### src/rtl/multi_phase_traffic_controller.sv
// multi_phase_traffic_controller
//   Demand-actuated N-phase traffic signal controller. Phases are served in
//   round-robin order, skipping phases with no latched demand. Green is bounded
//   by MIN_GREEN/MAX_GREEN with gap-out, every change of right-of-way passes
//   through yellow and all-red, and a flash mode overrides normal sequencing.
//
// Ports
//   i_clk          : clock, rising edge
//   i_reset_n      : synchronous active-low reset
//   i_demand       : per-phase vehicle detect (level)
//   i_flash_en     : flash mode request (level)
//   o_lights       : phase i lamps on [3i+2:3i]; RED=100 YELLOW=010 GREEN=001 OFF=000
//   o_active_phase : phase owning (or last owning) right-of-way
//   o_ctrl_state   : GREEN=00 YELLOW=01 ALL_RED=10 FLASH=11
//   o_green_start  : one-cycle pulse in the first cycle of every green

module multi_phase_traffic_controller #(
  parameter int unsigned NUM_PHASES   = 4,
  parameter int unsigned PHASE_W      = 2,
  parameter int unsigned TIMER_W      = 8,
  parameter int unsigned MIN_GREEN    = 20,
  parameter int unsigned MAX_GREEN    = 50,
  parameter int unsigned YELLOW_TIME  = 10,
  parameter int unsigned ALL_RED_TIME = 2,
  parameter int unsigned FLASH_HALF   = 25
) (
  input  logic                    i_clk,
  input  logic                    i_reset_n,
  input  logic [NUM_PHASES-1:0]   i_demand,
  input  logic                    i_flash_en,
  output logic [3*NUM_PHASES-1:0] o_lights,
  output logic [PHASE_W-1:0]      o_active_phase,
  output logic [1:0]              o_ctrl_state,
  output logic                    o_green_start
);

  typedef enum logic [1:0] {
    StGreen  = 2'b00,
    StYellow = 2'b01,
    StAllRed = 2'b10,
    StFlash  = 2'b11
  } state_e;

  localparam logic [TIMER_W-1:0] LP_MIN_M1   = TIMER_W'(MIN_GREEN - 1);
  localparam logic [TIMER_W-1:0] LP_MAX_M1   = TIMER_W'(MAX_GREEN - 1);
  localparam logic [TIMER_W-1:0] LP_YEL_M1   = TIMER_W'(YELLOW_TIME - 1);
  localparam logic [TIMER_W-1:0] LP_AR_M1    = TIMER_W'(ALL_RED_TIME - 1);
  localparam logic [TIMER_W-1:0] LP_FLASH_M1 = TIMER_W'(FLASH_HALF - 1);

  localparam logic [2:0] LAMP_RED    = 3'b100;
  localparam logic [2:0] LAMP_YELLOW = 3'b010;
  localparam logic [2:0] LAMP_GREEN  = 3'b001;
  localparam logic [2:0] LAMP_OFF    = 3'b000;

  state_e                  r_state;
  logic [PHASE_W-1:0]      r_cur;
  logic [TIMER_W-1:0]      r_timer;
  logic [NUM_PHASES-1:0]   r_pending;
  logic                    r_flash_on;
  logic                    r_green_start;

  logic [NUM_PHASES-1:0]   w_cur_mask;
  logic [NUM_PHASES-1:0]   w_next_mask;
  logic [NUM_PHASES-1:0]   w_pending_set;
  logic [PHASE_W-1:0]      w_next;
  logic [7:0]              w_best_dist;
  logic                    w_others;
  logic                    w_cur_demand;
  logic                    w_cur_valid;
  logic                    w_leave_green;

  // Search distance from cur: cur+1 -> 0, ..., cur itself -> NUM_PHASES-1 (searched last).
  function automatic logic [7:0] f_dist(input int unsigned idx, input int unsigned cur);
    return 8'((idx + NUM_PHASES - 1 - cur) % NUM_PHASES);
  endfunction

  always_comb begin
    w_cur_mask  = '0;
    w_next_mask = '0;
    w_best_dist = 8'hFF;
    w_next      = (32'(r_cur) >= NUM_PHASES - 1) ? '0 : r_cur + PHASE_W'(1);
    for (int unsigned i = 0; i < NUM_PHASES; i++) begin
      w_cur_mask[i] = (32'(r_cur) == i);
      if (r_pending[i] && (f_dist(i, 32'(r_cur)) < w_best_dist)) begin
        w_best_dist = f_dist(i, 32'(r_cur));
        w_next      = PHASE_W'(i);
      end
    end
    for (int unsigned i = 0; i < NUM_PHASES; i++) begin
      w_next_mask[i] = (32'(w_next) == i);
    end
  end

  assign w_cur_valid   = (32'(r_cur) < NUM_PHASES);
  assign w_others      = |(r_pending & ~w_cur_mask);
  assign w_cur_demand  = |(i_demand & w_cur_mask);
  // Demand on the phase that is currently green is already being served.
  assign w_pending_set = r_pending |
                         (i_demand & ~((r_state == StGreen) ? w_cur_mask : '0));
  assign w_leave_green = w_others &&
                         ((r_timer == LP_MAX_M1) ||
                          ((r_timer >= LP_MIN_M1) && !w_cur_demand));

  always_ff @(posedge i_clk) begin
    if (!i_reset_n) begin
      r_state       <= StGreen;
      r_cur         <= '0;
      r_timer       <= '0;
      r_pending     <= '0;
      r_flash_on    <= 1'b0;
      r_green_start <= 1'b0;
    end else begin
      r_green_start <= 1'b0;
      r_pending     <= w_pending_set;
      if (i_flash_en) begin
        if (r_state != StFlash) begin
          r_state    <= StFlash;
          r_timer    <= '0;
          r_flash_on <= 1'b1;
        end else if (r_timer == LP_FLASH_M1) begin
          r_timer    <= '0;
          r_flash_on <= ~r_flash_on;
        end else begin
          r_timer <= r_timer + TIMER_W'(1);
        end
      end else begin
        case (r_state)
          StGreen: begin
            if (w_leave_green) begin
              r_state <= StYellow;
              r_timer <= '0;
            end else if (r_timer != LP_MAX_M1) begin
              r_timer <= r_timer + TIMER_W'(1);
            end
          end
          StYellow: begin
            if (r_timer == LP_YEL_M1) begin
              r_state <= StAllRed;
              r_timer <= '0;
            end else begin
              r_timer <= r_timer + TIMER_W'(1);
            end
          end
          StAllRed: begin
            if (r_timer == LP_AR_M1) begin
              r_state       <= StGreen;
              r_timer       <= '0;
              r_cur         <= w_next;
              r_green_start <= 1'b1;
              // Entering green clears that phase's request, winning over a new set.
              r_pending     <= w_pending_set & ~w_next_mask;
            end else begin
              r_timer <= r_timer + TIMER_W'(1);
            end
          end
          StFlash: begin
            r_state <= StAllRed;
            r_timer <= '0;
          end
          default: begin
            r_state <= StAllRed;
            r_timer <= '0;
          end
        endcase
      end
      if (!w_cur_valid) begin
        r_cur <= '0;
      end
    end
  end

  always_comb begin
    o_lights = '0;
    for (int unsigned i = 0; i < NUM_PHASES; i++) begin
      case (r_state)
        StGreen:  o_lights[3*i +: 3] = w_cur_mask[i] ? LAMP_GREEN : LAMP_RED;
        StYellow: o_lights[3*i +: 3] = w_cur_mask[i] ? LAMP_YELLOW : LAMP_RED;
        StAllRed: o_lights[3*i +: 3] = LAMP_RED;
        StFlash:  o_lights[3*i +: 3] = r_flash_on ? LAMP_RED : LAMP_OFF;
        default:  o_lights[3*i +: 3] = LAMP_RED;
      endcase
    end
  end

  assign o_active_phase = r_cur;
  assign o_ctrl_state   = r_state;
  assign o_green_start  = r_green_start;

endmodule

### config.mk
export PLATFORM = sky130hd
export DESIGN_NAME = multi_phase_traffic_controller
export DESIGN_NICKNAME = d
export VERILOG_FILES = /design/src/rtl/multi_phase_traffic_controller.sv
export SDC_FILE = /design/constraint.sdc
export NUM_CORES = 1
export LEC_CHECK = 0
export ABC_CLOCK_PERIOD_IN_PS = 6600
export BUFFER_PORTS_ARGS = -buffer_cell sky130_fd_sc_hd__buf_2
export CORE_ASPECT_RATIO = 0.8
export CORE_MARGIN = 2
export CORE_UTILIZATION = 55
export CTS_BUF_LIST = sky130_fd_sc_hd__clkbuf_4 sky130_fd_sc_hd__clkbuf_8
export DETAILED_ROUTE_END_ITERATION = 10
export PLACE_DENSITY = 0.79
export SETUP_SLACK_MARGIN = 0.05
export SLEW_MARGIN = 10
export SYNTH_ARGS = -nofsm -noshare
export SYNTH_HDL_FRONTEND = slang
export SYNTH_SLANG_ARGS = --single-unit
### constraint.sdc
create_clock -name i_clk -period 6.6 [get_ports i_clk]
set_input_delay 0.33 -clock i_clk [delete_from_list [all_inputs] [get_ports i_clk]]
set_output_delay 0.33 -clock i_clk [all_outputs]
set_load 0.01 [all_outputs]
Yosys cells after proc, flatten, opt, wreduce, memory -nomap -nowiden
Index checks and enable logic that the tools add are counted.

Register bits after elaboration: 18. Input bits: 7. Logic and storage cells: 110.

$add $sub $neg: 6. Order comparisons: 6. Equal/unequal tests: 20. Muxes and demuxes: 42. Bitwise gates (word level): 12. Reduce and logical (&&, ||, !) cells: 18.

Operators with widths (number): 8-bit two-way mux (10); 3-bit case mux with 4 select lines (4); 8-bit case mux with 4 select lines (1); 3-bit two-way mux (9); 2-bit by 8-bit < comparator with 1-bit output (3); 2-bit two-way mux (10); 4-bit bitwise AND (4); 4-bit two-way mux (4); 2-bit equality test (second input constant) (6); 4-bit NOT (3); 3-bit inequality test (second input constant) (3); 8-bit by 1-bit adder with 8-bit output (second input constant) (1); 8-bit by 1-bit equality test with 1-bit output (second input constant) (1); 8-bit by 4-bit equality test with 1-bit output (second input constant) (1); 8-bit by 5-bit equality test with 1-bit output (second input constant) (1); 8-bit by 6-bit equality test with 1-bit output (second input constant) (1); 8-bit by 5-bit greater-or-equal comparator with 1-bit output (second input constant) (1); 2-bit by 8-bit < comparator with 1-bit output (second input constant) (1); 8-bit by 6-bit inequality test with 1-bit output (second input constant) (1); 2-bit case mux with 4 select lines (1); 4-bit OR reduction (2); 2-bit by 1-bit equality test with 1-bit output (second input constant) (3); 1-bit logical AND (6); 2-bit zero test (3); other kinds (17) (24).

Depth between registers and ports, before layout
Depth in word-level cells: 19. Gate-level depth with buffers: 13. Mapped depth without buffers: 13.

Worst setup path before layout
OpenSTA, ideal clock, no wires.

Path type: reg-to-reg. Start: reg r_cur[0] (netlist: o_active_phase[0]). End: reg r_pending[1]. Setup time: 0.130 ns. Arrival time: 3.214 ns. Setup slack: 3.256 ns. Cell stages (with the launch flop): 14. Clock period less this slack: 3.344 ns. Cell sequence: dfxtp_1 inv_1 ha_1 inv_1 a32o_1 ha_1 o22ai_1 o21ai_0 mux2_2 ha_1 o32ai_1 o21ai_0 and4_1 a21oi_1.

Longest elaborated chain between the ends: 19. Elaborated cells between the ends (all ways): 33.

RTL lines: start, declared (line 56) `logic [PHASE_W-1:0] r_cur;`; start signal, assigned (line 148) `r_cur <= w_next;`; 2-bit subtractor (line 74) `return 8'((idx + NUM_PHASES - 1 - cur) % NUM_PHASES);`; 2-bit by 8-bit < comparator with 1-bit output (line 84) `if (r_pending[i] && (f_dist(i, 32'(r_cur)) < w_best_dist)) begin`; 1-bit logical AND (line 84); 8-bit two-way mux (line 84); 2-bit by 8-bit < comparator with 1-bit output (line 84); 1-bit logical AND (line 84); 8-bit two-way mux (line 84); 2-bit by 8-bit < comparator with 1-bit output (line 84); (+3 left out); 1-bit logical AND (line 84); 2-bit two-way mux (line 84); 2-bit by 1-bit equality test with 1-bit output (line 90) `w_next_mask[i] = (32'(w_next) == i);`; 4-bit NOT (line 151) `r_pending <= w_pending_set & ~w_next_mask;`; 4-bit bitwise AND (line 151); 4-bit two-way mux (line 145) `if (r_timer == LP_AR_M1) begin`; 4-bit two-way mux (line 127) `case (r_state)`; 4-bit two-way mux * (line 115) `if (i_flash_en) begin`; end signal, assigned (line 114) `r_pending <= w_pending_set;`; end signal, assigned (line 151); end, declared (line 58) `logic [NUM_PHASES-1:0] r_pending;`.

Every way passes the cells marked *; elsewhere a longest branch is shown, timed or not. A chain may end at the register's enable or synchronous reset.

Final worst setup path
Ends and elaborated chain as after synthesis.

==> results.sh <==
export IMPL_status="finished clean"
export IMPL_totalNegativeSetupSlack_ns=0
export IMPL_antenna_cells=0
export IMPL_path_max_fanout=11
export IMPL_regArea_sq_um=360.3
export IMPL_ys_warnings_count=0
export IMPL_place_hpwl_um=2488
export IMPL_area_growth_pct=12.77
export IMPL_avgSynthCellArea_sq_um=7.998
export IMPL_worst_pin_slew_ns=0.7248
export IMPL_grt_pass1_wl_um=5658
export IMPL_synth_distinct_cells=44
export IMPL_grt_max_degree=17
export IMPL_gp_congestion=0.9239
export IMPL_grt_pass1_vias=1230
export IMPL_synth_mux_area_frac=0.008911
export IMPL_crit_type="flop to flop"
export IMPL_synthTopCellsByArea="dfxtp_1 29%, ha_1 8.9%, and2_1 5.0%, o21ai_0 4.8%, a21oi_1 4.0%"
export IMPL_fillers=186
export IMPL_syn_nets=174
export IMPL_antenna_left=0
export IMPL_cts_buffers=3
export IMPL_cts_max_level=1
export IMPL_cts_clk_slew_worst_paths_ns=0.11
export IMPL_die_h_um=46.88
export IMPL_cp_required_ns=6.78
export IMPL_max_freq_ghz=0.2587
export IMPL_slew_headroom=0.5156
export IMPL_grt_usage=0.2764
export IMPL_synth_simple_gate_area_share=0.2950
export IMPL_synth_top_family_by_area="simple AND/OR/NAND/NOR gates"
export IMPL_ys_seq_area_frac=0.2851
export IMPL_cts_sinks=18
export IMPL_critPathLaunchType="flop"
export IMPL_cap_violations=0
export IMPL_share_comb_of_total_power=0.198
export IMPL_clock_latency_ns=0.30
export IMPL_netSwitchingFraction=0.3049
export IMPL_synthCells=158
export IMPL_multiInputGateArea_sq_um=837.1
export IMPL_grt_setup_unrepaired="no"
export IMPL_cts_hold_buf=0
export IMPL_synth_compound_area_frac=0.2277
export IMPL_dieWidth_um=57.59
export IMPL_p_int_w=0.0001667
export IMPL_synthArstFlopShare=0
export IMPL_route_vias_total=1317
export IMPL_synth_area_leader_cell="dfxtp_1"
export IMPL_peakVddDrop_mv=0.1283
export IMPL_synth_edf_count=0
export IMPL_first_pass_iters=4
export IMPL_synth_top_area_frac=0.2851
export IMPL_leakage_nw=0.5828
export IMPL_num_io_pins=24
export IMPL_cts_root_buffer="clkbuf_4"
export IMPL_clockPowerShare=0.298
export IMPL_fin_crit_ns=3.865
export IMPL_cts_path_max_buffers=2
export IMPL_cts_setup_buffers=0
export IMPL_synth_seq_cells=18
export IMPL_io_buffers=23
export IMPL_fin_crit_sh=0.5857
export IMPL_layout_drive_gt1_share=0.2056
export IMPL_cts_resized=0
export IMPL_hold_viol=0
export IMPL_hold_slack_ns=0.3386
export IMPL_synth_xor_xnor_area_share=0.04158
export IMPL_netlist_area_sq_mm=0.001264
export IMPL_die_area_sq_mm=0.002700
export IMPL_synth_fa_ha_area_frac=0.08911
export IMPL_setup_viol=0
export IMPL_ys_flop_type="dfxtp_1"
export IMPL_switchingPower_w=0.00007313
export IMPL_grt_overflow_total=0
export IMPL_avgRoutedWirePerCell_um=16.67
export IMPL_p_seq_frac=0.503
export IMPL_power_density_mw_per_mm2=168.3
export IMPL_fin_util=0.6603
export IMPL_fin_skew_ns=0.006631
export IMPL_crit_arrival_ns=4.05
export IMPL_viasPerCell=6.424
export IMPL_finalNetCount=197
export IMPL_cts_tree="built"
export IMPL_maxSlewViolCount=0
export IMPL_drt_wl_total_um=3418
export IMPL_core_area_sq_mm=0.002158
export IMPL_initial_utilization=0.5855
export IMPL_hold_path_class="primary input to flop"
export IMPL_drc=0
export IMPL_num_rows=15
export IMPL_antenna_found_initial=0
export IMPL_drtIter0Drc=103
export IMPL_endpoint_kind="flop"
-- cells in the mapped netlist (all sizes together) (5+ instances only) --
| cell type | n |
|---|---|
| nand2 | 10 |
| ha | 9 |
| and2 | 10 |
| nand4 | 5 |
| inv | 12 |
| dfxtp | 18 |
| a21oi | 10 |
| o21ai | 15 |
| nand3 | 5 |
| nor2 | 12 |
| nor2b | 8 |
-- routing by layer --
layer  up-vias  track usage  part of all wire  wire, um
met5         -            0                 0         0
met4         0      0.06977             0.014        47
met3         9      0.05510             0.076       259
met2        69       0.4977              0.49      1659
met1       625       0.3478              0.42      1452
li1        614            -                 -         -
-- cell type report --
cell class | count | share of cell area
multi-input cells | 123 | 0.5874
flip-flops and latches | 18 | 0.2529
repair buffers | 23 | 0.08077
inverters | 12 | 0.03161
clock buffers | 4 | 0.02546
well taps | 25 | 0.02195
-- worst paths after layout --
path         slack (ns)                            from                           end  cells past startpoint
min reg2reg        0.50         r_flash_on$_SDFFE_PN0P_       r_flash_on$_SDFFE_PN0P_                      2
min                0.34                      i_flash_en  o_ctrl_state[0]$_SDFFE_PN0P_                      2
max reg2reg        2.73  o_active_phase[0]$_SDFFE_PN0P_       r_pending[1]$_SDFF_PN0_                     13
max                2.73  o_active_phase[0]$_SDFFE_PN0P_       r_pending[1]$_SDFF_PN0_                     13
-- worst max-delay path, stage by stage, from the launching register on --
cell and delay, ns:
dfxtp_1 0.54, inv_1 0.12, ha_1 0.33, inv_1 0.06
a32o_1 0.27, ha_1 0.29, o22ai_1 0.09, o21ai_0 0.51
mux2_2 0.42, ha_1 0.28, o32ai_1 0.07, o21ai_0 0.38
and4_1 0.31, a21oi_1 0.07
-- kinds of logic (layout without fill, tap and decap cells) --
logic type                 Yosys count  in the layout
adders and majority gates            9              9
buffers and inverters               17             39
xor gates and xnor gates             6              6
and+or+nand+nor                     64             64
AOI/OAI and AO/OA                   43             43
DFF                                 18             18
muxes                                1              1
-- per-stage QoR --
step / setup WS (ns) / area [sq um] / std cells / total power (W)
final: 2.735 / 1425 / 205 / 0.0002398
after global routing: 2.492 / 1425 / 205 / 0.0002501
after CTS: 2.833 / 1425 / 205 / 0.0002391
after floorplan: 3.256 / 1264 / 158 / 0.0001534
after detailed placement: 2.861 / 1389 / 201 / 0.0001690
after global placement: 3.140 / 1389 / 201 / 0.0001659
-- sequential cells by signal, summed over array words and instances, names as in the netlist --
name	flops
o_active_phase	2
o_ctrl_state	2
o_green_start	1
r_timer	8
r_flash_on	1
r_pending	4
-- cell usage in the layout, fill, tap and decap left out, types with 2 or more instances in the layout --
cell,count
ha_1,9
nand4_1,5
nand3_1,4
inv_1,12
nor2b_1,8
nor2_1,12
buf_2,23
a22oi_1,2
clkbuf_4,3
nand2_1,10
xnor2_1,2
o21ai_0,12
a31oi_1,2
o21ai_1,2
and4_1,2
or3_1,2
dfxtp_1,18
a21oi_1,10
xor2_1,4
nor3_1,4
and2_1,10
-- power by group through the flow --
stage | Clock [W] | Sequential [W] | Combinational (W)
2_1_floorplan | 0 | 0.000120 | 0.0000339
3_3_place_gp | 0 | 0.000122 | 0.0000435
3_5_place_dp | 0 | 0.000123 | 0.0000461
4_1_cts | 0.0000720 | 0.000120 | 0.0000468
5_1_grt | 0.0000764 | 0.000122 | 0.0000520
6_report | 0.0000716 | 0.000121 | 0.0000475
(Power assumes the default switching activity.)
